### config.mk
export PLATFORM = sky130hd
export DESIGN_NAME = regfile_arbiter_flat
export DESIGN_NICKNAME = d
export VERILOG_FILES = /design/src/rtl/regfile_arbiter_if.sv /design/src/rtl/regfile_arbiter.sv /design/src/flat_wrapper.sv
export SDC_FILE = /design/constraint.sdc
export NUM_CORES = 1
export LEC_CHECK = 0
export BUFFER_PORTS_ARGS = -buffer_cell sky130_fd_sc_hd__buf_2
export CAP_MARGIN = 25
export CORE_AREA = 2 2 127 129
export CTS_BUF_LIST = sky130_fd_sc_hd__clkbuf_8
export DETAILED_ROUTE_END_ITERATION = 7
export DIE_AREA = 0 0 129 131
export PLACE_DENSITY = 0.59
export SLEW_MARGIN = 0
export SYNTH_ARGS = -nofsm -noshare
export SYNTH_HDL_FRONTEND = slang
export SYNTH_SLANG_ARGS = --single-unit
### constraint.sdc
create_clock -name clk -period 2.2 [get_ports clk]
set_input_delay 0.11 -clock clk [delete_from_list [all_inputs] [get_ports clk]]
set_output_delay 0.11 -clock clk [all_outputs]
set_load 0.05 [all_outputs]
### src/rtl/regfile_arbiter_if.sv
// Request/response bundle between the bus-side agents and regfile_arbiter.
// The arbiter takes the slave modport; the agents (or a bench) take master.
interface regfile_arbiter_if #(
  parameter int WIDTH = 32,
  parameter int ADDR  = 4,
  parameter int N_REQ = 4,
  parameter int ID_W  = 2
);
  // A beat transfers on any cycle where valid and ready are both high at the
  // rising clock edge. Once valid is high, the response fields are held
  // stable until ready accepts them.
  logic [N_REQ-1:0]       req_valid;
  logic [N_REQ-1:0]       req_ready;
  logic [N_REQ-1:0]       req_we;
  logic [N_REQ*ADDR-1:0]  req_addr;
  logic [N_REQ*WIDTH-1:0] req_wdata;
  logic                   rsp_valid;
  logic                   rsp_ready;
  logic [ID_W-1:0]        rsp_id;
  logic [WIDTH-1:0]       rsp_rdata;
  logic                   rsp_err;

  modport master (
    output req_valid, req_we, req_addr, req_wdata, rsp_ready,
    input  req_ready, rsp_valid, rsp_id, rsp_rdata, rsp_err
  );

  modport slave (
    input  req_valid, req_we, req_addr, req_wdata, rsp_ready,
    output req_ready, rsp_valid, rsp_id, rsp_rdata, rsp_err
  );
endinterface

### src/rtl/regfile_arbiter.sv
// Round-robin arbiter sharing one single-port register file among N_REQ agents.
// Define REGFILE_ARB_STATS_EN to build per-requester saturating grant counters.
module regfile_arbiter #(
  parameter int WIDTH = 32,
  parameter int DEPTH = 16,
  parameter int ADDR  = 4,
  parameter int N_REQ = 4,
  parameter int ID_W  = 2
) (
  input  logic                  clk,
  input  logic                  rst,
  regfile_arbiter_if.slave      bus,
  output logic                  rf_wr_en,
  output logic                  rf_rd_en,
  output logic [ADDR-1:0]       rf_addr,
  output logic [WIDTH-1:0]      rf_wdata,
  input  logic [WIDTH-1:0]      rf_rdata,
  output logic [N_REQ*16-1:0]   stat_grant_cnt,
  output logic [1:0]            o_dbg_state
);

  typedef enum logic [1:0] {
    S_IDLE   = 2'd0,
    S_ACCESS = 2'd1,
    S_RDWAIT = 2'd2,
    S_RESP   = 2'd3
  } state_t;

  state_t           r_state;
  logic [ID_W-1:0]  r_last;
  logic [ID_W-1:0]  r_id;
  logic             r_we;
  logic             r_err;
  logic             r_rf_wr_en;
  logic             r_rf_rd_en;
  logic [ADDR-1:0]  r_rf_addr;
  logic [WIDTH-1:0] r_rf_wdata;
  logic             r_rsp_valid;
  logic [ID_W-1:0]  r_rsp_id;
  logic [WIDTH-1:0] r_rsp_rdata;
  logic             r_rsp_err;

  logic             w_grant_vld;
  logic [ID_W-1:0]  w_grant_id;
  logic [ID_W:0]    w_idx;
  logic             w_sel_we;
  logic [ADDR-1:0]  w_sel_addr;
  logic [WIDTH-1:0] w_sel_wdata;
  logic             w_sel_err;
  logic             w_hs;

  // Scan from farthest to nearest so the requester just after r_last wins.
  always_comb begin
    w_grant_vld = 1'b0;
    w_grant_id  = '0;
    w_idx       = '0;
    for (int k = N_REQ; k >= 1; k--) begin
      w_idx = {1'b0, r_last} + (ID_W+1)'(k);
      if (w_idx >= (ID_W+1)'(N_REQ)) w_idx = w_idx - (ID_W+1)'(N_REQ);
      if (bus.req_valid[w_idx[ID_W-1:0]]) begin
        w_grant_vld = 1'b1;
        w_grant_id  = w_idx[ID_W-1:0];
      end
    end
  end

  always_comb begin
    w_sel_we    = 1'b0;
    w_sel_addr  = '0;
    w_sel_wdata = '0;
    for (int i = 0; i < N_REQ; i++) begin
      if (w_grant_id == ID_W'(i)) begin
        w_sel_we    = bus.req_we[i];
        w_sel_addr  = bus.req_addr[i*ADDR +: ADDR];
        w_sel_wdata = bus.req_wdata[i*WIDTH +: WIDTH];
      end
    end
  end

  assign w_sel_err = ({1'b0, w_sel_addr} >= (ADDR+1)'(DEPTH));
  assign w_hs      = (r_state == S_IDLE) && w_grant_vld;

  assign bus.req_ready = w_hs ? (N_REQ'(1) << w_grant_id) : '0;
  assign bus.rsp_valid = r_rsp_valid;
  assign bus.rsp_id    = r_rsp_id;
  assign bus.rsp_rdata = r_rsp_rdata;
  assign bus.rsp_err   = r_rsp_err;
  assign rf_wr_en      = r_rf_wr_en;
  assign rf_rd_en      = r_rf_rd_en;
  assign rf_addr       = r_rf_addr;
  assign rf_wdata      = r_rf_wdata;
  assign o_dbg_state   = r_state;

  always_ff @(posedge clk or negedge rst) begin
    if (!rst) begin
      r_state     <= S_IDLE;
      r_last      <= ID_W'(N_REQ-1);
      r_id        <= '0;
      r_we        <= 1'b0;
      r_err       <= 1'b0;
      r_rf_wr_en  <= 1'b0;
      r_rf_rd_en  <= 1'b0;
      r_rf_addr   <= '0;
      r_rf_wdata  <= '0;
      r_rsp_valid <= 1'b0;
      r_rsp_id    <= '0;
      r_rsp_rdata <= '0;
      r_rsp_err   <= 1'b0;
    end else begin
      case (r_state)
        S_IDLE: begin
          if (w_grant_vld) begin
            r_id       <= w_grant_id;
            r_last     <= w_grant_id;
            r_we       <= w_sel_we;
            r_err      <= w_sel_err;
            r_rf_addr  <= w_sel_addr;
            r_rf_wdata <= w_sel_wdata;
            // Enables are set here so they are registered high exactly in ACCESS.
            r_rf_wr_en <= w_sel_we & ~w_sel_err;
            r_rf_rd_en <= ~w_sel_we & ~w_sel_err;
            r_state    <= S_ACCESS;
          end
        end
        S_ACCESS: begin
          r_rf_wr_en <= 1'b0;
          r_rf_rd_en <= 1'b0;
          r_rf_addr  <= '0;
          r_rf_wdata <= '0;
          if (r_err || r_we) begin
            r_rsp_valid <= 1'b1;
            r_rsp_id    <= r_id;
            r_rsp_err   <= r_err;
            r_rsp_rdata <= '0;
            r_state     <= S_RESP;
          end else begin
            r_state <= S_RDWAIT;
          end
        end
        S_RDWAIT: begin
          r_rsp_valid <= 1'b1;
          r_rsp_id    <= r_id;
          r_rsp_err   <= 1'b0;
          r_rsp_rdata <= rf_rdata;
          r_state     <= S_RESP;
        end
        S_RESP: begin
          if (bus.rsp_ready) begin
            r_rsp_valid <= 1'b0;
            r_rsp_id    <= '0;
            r_rsp_rdata <= '0;
            r_rsp_err   <= 1'b0;
            r_state     <= S_IDLE;
          end
        end
        default: r_state <= S_IDLE;
      endcase
    end
  end

`ifdef REGFILE_ARB_STATS_EN
  logic [15:0] r_grant_cnt [N_REQ];

  always_ff @(posedge clk or negedge rst) begin
    if (!rst) begin
      for (int i = 0; i < N_REQ; i++) r_grant_cnt[i] <= '0;
    end else begin
      for (int i = 0; i < N_REQ; i++) begin
        if (w_hs && (w_grant_id == ID_W'(i)) && (r_grant_cnt[i] != 16'hFFFF))
          r_grant_cnt[i] <= r_grant_cnt[i] + 16'd1;
      end
    end
  end

  always_comb begin
    stat_grant_cnt = '0;
    for (int i = 0; i < N_REQ; i++) stat_grant_cnt[i*16 +: 16] = r_grant_cnt[i];
  end
`else
  assign stat_grant_cnt = '0;
`endif

endmodule

### src/flat_wrapper.sv
// flat-port wrapper written by rule: the top's interface ports become plain ports
module regfile_arbiter_flat 
#(
  parameter int WIDTH = 32,
  parameter int DEPTH = 16,
  parameter int ADDR  = 4,
  parameter int N_REQ = 4,
  parameter int ID_W  = 2
)
  (clk, rst, rf_wr_en, rf_rd_en, rf_addr, rf_wdata, rf_rdata, stat_grant_cnt, o_dbg_state, bus_req_valid, bus_req_we, bus_req_addr, bus_req_wdata, bus_rsp_ready, bus_req_ready, bus_rsp_valid, bus_rsp_id, bus_rsp_rdata, bus_rsp_err);
  regfile_arbiter_if #(.WIDTH(WIDTH), .ADDR(ADDR), .N_REQ(N_REQ), .ID_W(ID_W)) bus_i ();
  input  logic clk;
  input  logic rst;
  output logic rf_wr_en;
  output logic rf_rd_en;
  output logic [ADDR-1:0] rf_addr;
  output logic [WIDTH-1:0] rf_wdata;
  input  logic [WIDTH-1:0] rf_rdata;
  output logic [N_REQ*16-1:0] stat_grant_cnt;
  output logic [1:0] o_dbg_state;
  input wire logic [$bits(bus_i.req_valid)-1:0] bus_req_valid;
  input wire logic [$bits(bus_i.req_we)-1:0] bus_req_we;
  input wire logic [$bits(bus_i.req_addr)-1:0] bus_req_addr;
  input wire logic [$bits(bus_i.req_wdata)-1:0] bus_req_wdata;
  input wire logic [$bits(bus_i.rsp_ready)-1:0] bus_rsp_ready;
  output wire logic [$bits(bus_i.req_ready)-1:0] bus_req_ready;
  output wire logic [$bits(bus_i.rsp_valid)-1:0] bus_rsp_valid;
  output wire logic [$bits(bus_i.rsp_id)-1:0] bus_rsp_id;
  output wire logic [$bits(bus_i.rsp_rdata)-1:0] bus_rsp_rdata;
  output wire logic [$bits(bus_i.rsp_err)-1:0] bus_rsp_err;
  assign bus_i.req_valid = bus_req_valid;
  assign bus_i.req_we = bus_req_we;
  assign bus_i.req_addr = bus_req_addr;
  assign bus_i.req_wdata = bus_req_wdata;
  assign bus_i.rsp_ready = bus_rsp_ready;
  assign bus_req_ready = bus_i.req_ready;
  assign bus_rsp_valid = bus_i.rsp_valid;
  assign bus_rsp_id = bus_i.rsp_id;
  assign bus_rsp_rdata = bus_i.rsp_rdata;
  assign bus_rsp_err = bus_i.rsp_err;
  regfile_arbiter #(.WIDTH(WIDTH), .DEPTH(DEPTH), .ADDR(ADDR), .N_REQ(N_REQ), .ID_W(ID_W)) u_core (.clk(clk), .rst(rst), .bus(bus_i), .rf_wr_en(rf_wr_en), .rf_rd_en(rf_rd_en), .rf_addr(rf_addr), .rf_wdata(rf_wdata), .rf_rdata(rf_rdata), .stat_grant_cnt(stat_grant_cnt), .o_dbg_state(o_dbg_state));
endmodule
==> metrics.yaml, run 1 <==
antenna_cells: 0
crit_type: "reg -> out"
p_leak_nw: 3.83
cp_max_fo: 4
synthesis.area_per_instance_um2: 10.1
ys_seq_area_share_pct: 41.2
fin_setup_tns_ns: 0
io-pin-count: 331
gp_congestion: 0.760
wire_per_inst_um: 14.8
numCtsBuffers: 9
clockBufferDepth: 2
final_layout_size_suffix_gt1_share_pct: 43.4
hold_violations: 0
grtUsageTotal_pct: 16.8
viasPerCell: 4.44
cts-root-buf: "clkbuf_8"
drv_cap: 0
drc: 0
nets: 966
wirelength_mm: 14.7
clkTransAtPathRegs_ns: 0.10
grtUsageMet2_pct: 29.1
synth_edf_count: 0
setup_viol: 0
syn2layout_area_growth_pct: 39.8
cp-start-kind: "flop"
cp_top_family: "flip-flops"
die_area_um2: 16900
firstDrtPassIters: 4
critical_path_required_ns: 2.09
num_rows: 46
total_power_mw: 9.89
antenna_left: 0
fin_skew_ns: 0.0148
clkLatencyLatePin_ns: 0.37
core-area_um2: 15600
finalCritPeriodShare_pct: 95.4
worst-slew-pin-transition_ns: 0.693
ys_ff_latch: 80
fin_crit_ns: 2.10
ys_top_cells_by_area: "dfrtp_1 (40%), mux2i_1 (15%), buf_4 (10%)"
cts_tree: "yes"
power_density_nw_per_um2: 1450
grt_max_degree: 47
dp_hpwl_mm: 10.8
critPathSlowestCell: "dfstp_2"
yosys_warnings: 0
hold_path_class: "in -> reg"
fp.dieH_um: 131
synth.largest_area_cell: "dfrtp_1"
htree_num_levels: 3
io_buffers: 265
clock_sinks: 80
dp_cells: 944
floorplan.initialDensity_pct: 31.2
arrival_ns: 1.99
drtIter0Drc: 162
slew_viol_final: 0
max_slew_margin_pct: 53.6
grt_pass1_vias: 4243
overflow: 0
crit_chain: "nor2b_4 > o21a_1 > nor3_2 > buf_4 > and3_1 > buf_2"
netlist_instances: 480
syn_area_um2: 4860
slowest_delay_ns: 0.57
busiest_layer: "met2"
path_buf_inv: 2
ir_drop_mv: 0.954
grt_pass1_wl_mm: 21.9
async_reset_ff_share_pct: 100
use_met1_pct: 19.8
netlist.area_leader.share_pct: 40.1
synth_cell_types: 39
fmax_ghz: 0.476
grtUsageMet3_pct: 5.21
die_x_um: 129
vias: 4417
crit_path_end_kind: "output pin"
ys.flop_type: "dfrtp_1"
outcome: "completed"
fin_cells: 995
antenna_found_initial: 0
-- metal layers --
metal  vias up  part of all wire, %
met5         -                    0
met3        15                  8.9
met4         0                  1.4
met2       208                   50
met1      2049                   40
li1       2145                    -
-- worst paths after layout --
check | cells past startpoint | endpoint | slack, ns | start
max in group asynchronous | 3 | u_core.rf_wdata[16] | 1.27 | rst
min in group asynchronous | 2 | u_core.bus.rsp_rdata[22] | 0.26 | rst
max reg2reg | 6 | u_core.rf_wdata[18] | 0.14 | u_core.r_last[1]
min | 3 | u_core.rf_wdata[6] | 0.05 | bus_req_wdata[70]
min reg2reg | 2 | u_core.bus.rsp_rdata[6] | 0.47 | u_core.bus.rsp_rdata[6]
max | 6 | bus_req_ready[0] | 0.10 | u_core.r_last[0]
-- sequential cells by signal (all words and copies together) (netlist names) --
| signal | cells |
|---|---|
| u_core.bus.rsp_valid | 1 |
| u_core.r_we | 1 |
| u_core.rf_rd_en | 1 |
| u_core.rf_addr | 4 |
| u_core.bus.rsp_id | 2 |
| u_core.rf_wdata | 32 |
| u_core.bus.rsp_rdata | 32 |
| u_core.r_id | 2 |
| u_core.rf_wr_en | 1 |
| u_core.o_dbg_state | 2 |
| u_core.r_last | 2 |
-- what timing repair did --
action,CTS,global route
buffers inserted,1,0
hold buffers,33,0
endpoints found under the setup margin,3,4
hold endpoints to repair,67,0
pin swaps,1,0
gates cloned,1,0
gates resized for setup,2,6
-- metrics by stage --
stage | setup slack [ns] | instance area (um^2) | hold slack, ns | utilization [%]
global route | -0.00437 | 6800 | 0.0409 | 43.6
detailed placement | 0.153 | 6220 | 0.134 | 39.9
global placement | 0.186 | 6190 | 0.136 | 39.7
floorplan | 0.0476 | 5110 | -0.186 | -
finish | 0.101 | 6800 | 0.0504 | 43.6
CTS | 0.0131 | 6780 | 0.0319 | 43.4
-- report_power, final --
part / switching [mW] / total [mW] / internal [mW] / leakage (nW)
Sequential: 0.347 / 2.44 / 2.09 / 1.06
Clock: 0.607 / 1.03 / 0.419 / 0.0862
Combinational: 4.50 / 6.42 / 1.92 / 2.69
Total: 5.45 / 9.89 / 4.43 / 3.83
-- cells in the mapped netlist, types with 2 or more instances --
cell type,number
mux2i_1,74
or2_2,2
o221ai_1,18
nor2_1,7
nor2b_1,2
buf_4,67
nor3_1,2
o21ai_0,3
buf_2,5
nand3_1,33
dfrtp_1,78
and2_1,2
a21o_1,6
o21ai_1,2
clkbuf_1,14
dfstp_2,2
buf_6,7
buf_8,2
o221ai_2,20
nand2b_1,2
a22o_1,2
inv_1,5
nand2_1,105
ha_1,5
-- area by class of cell --
| type | count | area [um^2] |
|---|---|---|
| flip-flops and latches | 80 | 2000 |
| clock buffers | 9 | 124 |
| clock inverters | 7 | 55.1 |
| inverters | 6 | 22.5 |
| multi-input cells | 363 | 2430 |
| fillers | 1535 | 8800 |
| repair buffers | 314 | 1890 |
| well taps | 216 | 270 |
-- tightest hold or removal path, cell delays in order --
cell and delay (ns):
buf_2 0.08, mux2i_1 0.05, o221ai_1 0.16
-- cell usage in the layout, fill, tap and decap left out, drive strengths merged, types with 2 or more instances in the layout --
master | netlist | routed
ha | 5 | 5
inv | 6 | 8
a22o | 2 | 2
and2 | 2 | 2
nor3 | 3 | 3
dfstp | 2 | 2
nand2b | 3 | 3
o221ai | 39 | 39
nor2b | 3 | 3
o21ai | 5 | 5
conb | 1 | 65
clkinv | 0 | 3
dlygate4sd3 | 0 | 33
or2 | 2 | 2
a21o | 6 | 6
mux2i | 74 | 74
nand2 | 105 | 105
nand3 | 33 | 33
buf | 81 | 279
nor2 | 7 | 7
clkbuf | 14 | 10
dfrtp | 78 | 78
clkinvlp | 0 | 2
-- cells by family after synthesis --
family          share of synthesized area [%]
fa+ha+maj                                1.29
mux                                      15.5
other cells                            0.0771
flops                                    41.2
buf+inv                                  14.6
compound gates                           13.2
simple gates                             14.1
Note: power is estimated with default switching activity, not from simulation.
==> run 2: changes to the inputs <==
Settings changed: CELL_PAD_IN_SITES_DETAIL_PLACEMENT set to 0, CELL_PAD_IN_SITES_GLOBAL_PLACEMENT set to 1, CORE_AREA 2 2 127 129 to not set, CORE_UTILIZATION set to 30, DIE_AREA 0 0 129 131 to not set, PLACE_DENSITY 0.59 to 0.78.
==> metrics.yaml, run 2 (synthesized netlist as in run 1, its figures left out) <==
ir_drop_mv: 0.767
r2r_setup_slack_ns: 0.28
rr_endpoint: "u_core.bus.rsp_rdata[14]"
clkPwrFrac_pct: 12.1
grtUsageTotal_pct: 17.2
viasPerCell: 4.43
fin_setup_tns_ns: 0
layout_common_cells: "buf_2 (262), nand2_1 (104), dfrtp_1 (78), mux2i_1 (74), conb_1 (65)"
cp_max_fo: 28
cp-start-kind: "flop"
whs_endpoint: "u_core.rf_wdata[0]"
post-place-ws_ns: 0.146
vias: 4397
crit_path_end_kind: "output pin"
grt_pass1_vias: 4013
internal-power_mw: 4.59
setup_viol: 0
grt_setup_unrepaired: "no"
rr_worst_depth: 7
switching_power_mw: 5.39
num_rows: 46
final_layout_size_suffix_gt1_share_pct: 42.5
dp_hpwl_mm: 10.9
numCtsBuffers: 9
wirelength_mm: 15.0
stdcell_area_um2: 6780
wire_per_inst_um: 15.1
hold_path_class: "in -> reg"
nets: 962
overflow: 0
critPathSlowestCell: "dfstp_2"
dp_cells: 941
hold_violations: 0
clock_sinks: 80
r2r-start: "u_core.o_dbg_state[1]"
arrival_ns: 1.96
die_area_um2: 16700
slowest_delay_ns: 0.60
fin_skew_ns: 0.00472
core-area_um2: 15800
p_leak_nw: 3.83
grt_max_degree: 45
fillers: 1577
io_buffers: 265
clockBufferDepth: 2
floorplan.initialDensity_pct: 30.7
p_comb_share_pct: 63.5
cts_tree: "yes"
gp_congestion: 0.749
syn2layout_area_growth_pct: 39.5
grt_pass1_wl_mm: 21.5
htree_num_levels: 3
crit_chain: "o21ai_1 > o221ai_4 > buf_12 > nor2_2 > and2_1 > clkbuf_4"
firstDrtPassIters: 4
setup_ws_ns: 0.133
drv_cap: 0
finalCritPeriodShare_pct: 94.0
fmax_ghz: 0.484
io-pin-count: 331
fin_crit_ns: 2.07
hold_path_depth: 3
fp.dieH_um: 129
antenna_left: 0
fin_cells: 992
critical_path_required_ns: 2.09
power_density_nw_per_um2: 1470
outcome: "completed"
whs_ns: 0.0582
drtIter0Drc: 184
clkLatencyLatePin_ns: 0.36
postPlaceCellArea_um2: 6190
slew_viol_final: 0
p_sw_share_pct: 54.0
drc: 0
sequentialPowerShare_pct: 24.4
die_x_um: 129
worst-slew-pin-transition_ns: 0.676
antenna_found_initial: 1
crit_type: "reg -> out"
hold_start: "bus_req_wdata[96]"
max_slew_margin_pct: 54.8
layout_commonest_cell: "buf_2"
cts-root-buf: "clkbuf_8"
clkTransAtPathRegs_ns: 0.08
-- run 2: cell type report --
cell class / count / area, um^2 / share of cell area (%)
multi-input cells: 363 / 2430 / 35.8
flip-flops and latches: 80 / 2000 / 29.5
repair buffers: 310 / 1840 / 27.1
well taps: 216 / 270 / 3.98
clock buffers: 10 / 138 / 2.03
clock inverters: 6 / 76.3 / 1.13
inverters: 6 / 22.5 / 0.332
diodes: 1 / 2.50 / 0.0369
-- run 2: repair_timing --
| action | 4_1_cts | 5_1_grt |
|---|---|---|
| buffers inserted | 0 | 0 |
| gates resized for setup | 2 | 5 |
| hold buffers | 33 | 0 |
| setup endpoints to repair | 2 | 3 |
| hold endpoints to repair | 68 | 0 |
| cloned | 0 | 0 |
-- run 2: worst max-delay path by stage --
| stage | start | end | slack, ns |
|---|---|---|---|
| after floorplan | u_core.o_dbg_state[0] | u_core.rf_wdata[17] | 0.05 |
| after global placement | u_core.o_dbg_state[0] | u_core.rf_wdata[12] | 0.26 |
| after detailed placement | u_core.o_dbg_state[0] | u_core.rf_wdata[12] | 0.15 |
| after CTS | u_core.r_last[0] | bus_req_ready[2] | 0.02 |
| after global routing | u_core.r_last[0] | bus_req_ready[2] | 0.003 |
| final | u_core.r_last[1] | bus_req_ready[2] | 0.13 |
-- run 2: critical path, delay by kind of cell (launching register included) --
| kind | cells | cell delay [ns] |
|---|---|---|
| DFF | 1 | 0.60 |
| buffers and inverters | 2 | 0.45 |
| AOI/OAI and AO/OA | 2 | 0.28 |
| and+or+nand+nor | 2 | 0.25 |
-- run 2: stage by stage --
step | utilization (%) | total power, mW
global placement | 39.1 | 8.64
finish | 42.9 | 9.97
global route | 42.9 | 10.6
detailed placement | 39.1 | 8.69
CTS | 42.6 | 9.98
floorplan | - | 7.25
-- run 2: power groups by stage --
stage | combinational [mW] | clock [mW] | sequential (mW)
final | 6.33 | 1.20 | 2.44
after global routing | 6.75 | 1.31 | 2.52
after CTS | 6.29 | 1.26 | 2.44
after detailed placement | 6.24 | 0 | 2.45
after global placement | 6.19 | 0 | 2.44
after floorplan | 2.91 | 0 | 4.34
-- run 2: per-layer routing --
layer	wire length [um]	part of all wire, %	up-vias	GRT usage (%)
li1	-	-	2133	-
met1	5960	40	2049	19.8
met2	7500	50	201	30.4
met3	1300	8.7	14	4.87
met4	214	1.4	0	6.23
met5	0	0	-	0
==> run 3: changes to the inputs <==
--- a/constraint.sdc
+++ b/constraint.sdc
@@ -3,2 +3,2 @@
 set_output_delay 0.11 -clock clk [all_outputs]
-set_load 0.05 [all_outputs]
+set_load 0.005 [all_outputs]
==> metrics.yaml, run 3 (synthesized netlist as in run 1, its figures left out) <==
hold_violations: 0
grt_pass1_wl_mm: 20.8
finalCritPeriodShare_pct: 93.0
firstDrtPassIters: 4
power_density_nw_per_um2: 1120
whs_endpoint: "u_core.rf_wdata[10]"
ir_drop_mv: 0.583
layout_common_cells: "buf_2 (264), nand2_1 (104), dfrtp_1 (78), mux2i_1 (74), conb_1 (65)"
critical_path_required_ns: 2.09
dp_hpwl_mm: 10.5
arrival_ns: 1.94
switching_power_mw: 3.16
num_rows: 46
fin_util_pct: 42.6
crit_start: "u_core.r_last[1]"
crit_path_end_kind: "output pin"
die_x_um: 129
grtUsageTotal_pct: 16.4
rr_worst_depth: 7
max_slew_margin_pct: 57.5
regArea_um2: 2000
sequentialPowerShare_pct: 32.1
clkLatencyLatePin_ns: 0.36
overflow: 0
drtIter0Drc: 132
fillers: 1584
htree_num_levels: 3
clock_sinks: 80
grt_setup_unrepaired: "no"
outcome: "completed"
final_layout_size_suffix_gt1_share_pct: 42.5
slew_viol_final: 0
fin_setup_tns_ns: 0
floorplan.initialDensity_pct: 30.7
p_sw_share_pct: 41.8
hold_start: "bus_req_wdata[42]"
die_area_um2: 16700
io_buffers: 265
nets: 965
fin_crit_ns: 2.05
hold_path_class: "in -> reg"
clkPwrFrac_pct: 13.5
worst-slew-pin-transition_ns: 0.636
clkTransAtPathRegs_ns: 0.09
r2r-start: "u_core.o_dbg_state[1]"
core-area_um2: 15800
rr_endpoint: "u_core.bus.rsp_rdata[16]"
grt_max_degree: 45
viasPerCell: 4.39
internal-power_mw: 4.40
cp-start-kind: "flop"
p_leak_nw: 3.83
hold_path_depth: 3
clockBufferDepth: 2
drv_cap: 0
io-pin-count: 331
r2r_setup_slack_ns: 0.28
numCtsBuffers: 9
drc: 0
wirelength_mm: 14.5
antenna_cells: 0
p_comb_share_pct: 54.3
syn2layout_area_growth_pct: 38.7
layout_commonest_cell: "buf_2"
grt_pass1_vias: 4066
fin_skew_ns: 0.0107
gp_congestion: 0.746
setup_viol: 0
cts_tree: "yes"
cts-root-buf: "clkbuf_8"
multi_input_area_um2: 2410
crit_type: "reg -> out"
fp.dieH_um: 129
wire_per_inst_um: 14.6
cp_max_fo: 35
antenna_found_initial: 0
fmax_ghz: 0.489
vias: 4365
antenna_left: 0
==> run 3: changes by cell type in the layout (fill, tap and decap cells not counted), sizes merged <==
cell | previous run | this run
diode | 1 | 0
clkinv | 1 | 3
buf | 276 | 280
clkbuf | 11 | 12
inv | 9 | 7
bufinv | 2 | 0
==> run 3: power groups by stage <==
stage / clock network, mW / registers (mW) / logic (mW)
5_1_grt: 1.14 / 2.52 / 4.54
4_1_cts: 1.09 / 2.44 / 4.12
2_1_floorplan: 0 / 2.48 / 2.62
6_report: 1.02 / 2.43 / 4.11
3_5_place_dp: 0 / 2.45 / 4.07
3_3_place_gp: 0 / 2.44 / 4.01
==> run 3: worst max path at each step <==
| stage | end | slack [ns] | cells past startpoint |
|---|---|---|---|
| floorplan | u_core.rf_wdata[17] | 0.44 | 7 |
| CTS | bus_req_ready[1] | 0.05 | 7 |
| detailed placement | u_core.rf_wdata[14] | 0.13 | 5 |
| finish | bus_req_ready[2] | 0.15 | 6 |
| global route | bus_req_ready[2] | 0.04 | 6 |
| global placement | u_core.rf_wdata[16] | 0.25 | 5 |
==> run 3: per-layer routing <==
layer / GRT usage (%) / part of all wire (%)
met4: 6.37 / 1.4
met1: 18.5 / 40
met5: 0 / 0
met3: 3.84 / 7.6
met2: 29.8 / 51
==> run 3: final cells by class <==
class                           count  area share (%)
Inverter                            6           0.334
Timing Repair Buffer              313            27.4
Clock buffer                       12            2.45
Clock inverter                      4           0.278
Sequential cell                    80            29.7
Tap cell                          216            4.01
Multi-Input combinational cell    363            35.8
==> run 3: worst max-delay path: stages (launching register included) <==
cell      delay [ns]
dfstp_2         0.59
o21ai_1         0.12
o221ai_4        0.18
buf_12          0.27
nor2_1          0.11
and2_1          0.20
buf_2           0.12
==> run 3: repair_timing <==
item | 4_1_cts | 5_1_grt
buffers inserted | 0 | 0
hold endpoints to repair | 66 | 0
hold buffers | 33 | 0
resized for setup | 0 | 2
setup endpoints to repair | 0 | 2
==> run 3: per-stage QoR <==
step                instance area, um^2  hold WS (ns)  instances  power (mW)  worst slack (ns)
CTS                                6710        0.0378        993        7.64            0.0452
global placement                   6200         0.118        944        6.45             0.249
detailed placement                 6200         0.122        944        6.52             0.127
finish                             6740        0.0619        994        7.56             0.153
global route                       6740        0.0552        994        8.20            0.0359
floorplan                          5100        -0.186        544        5.10             0.440
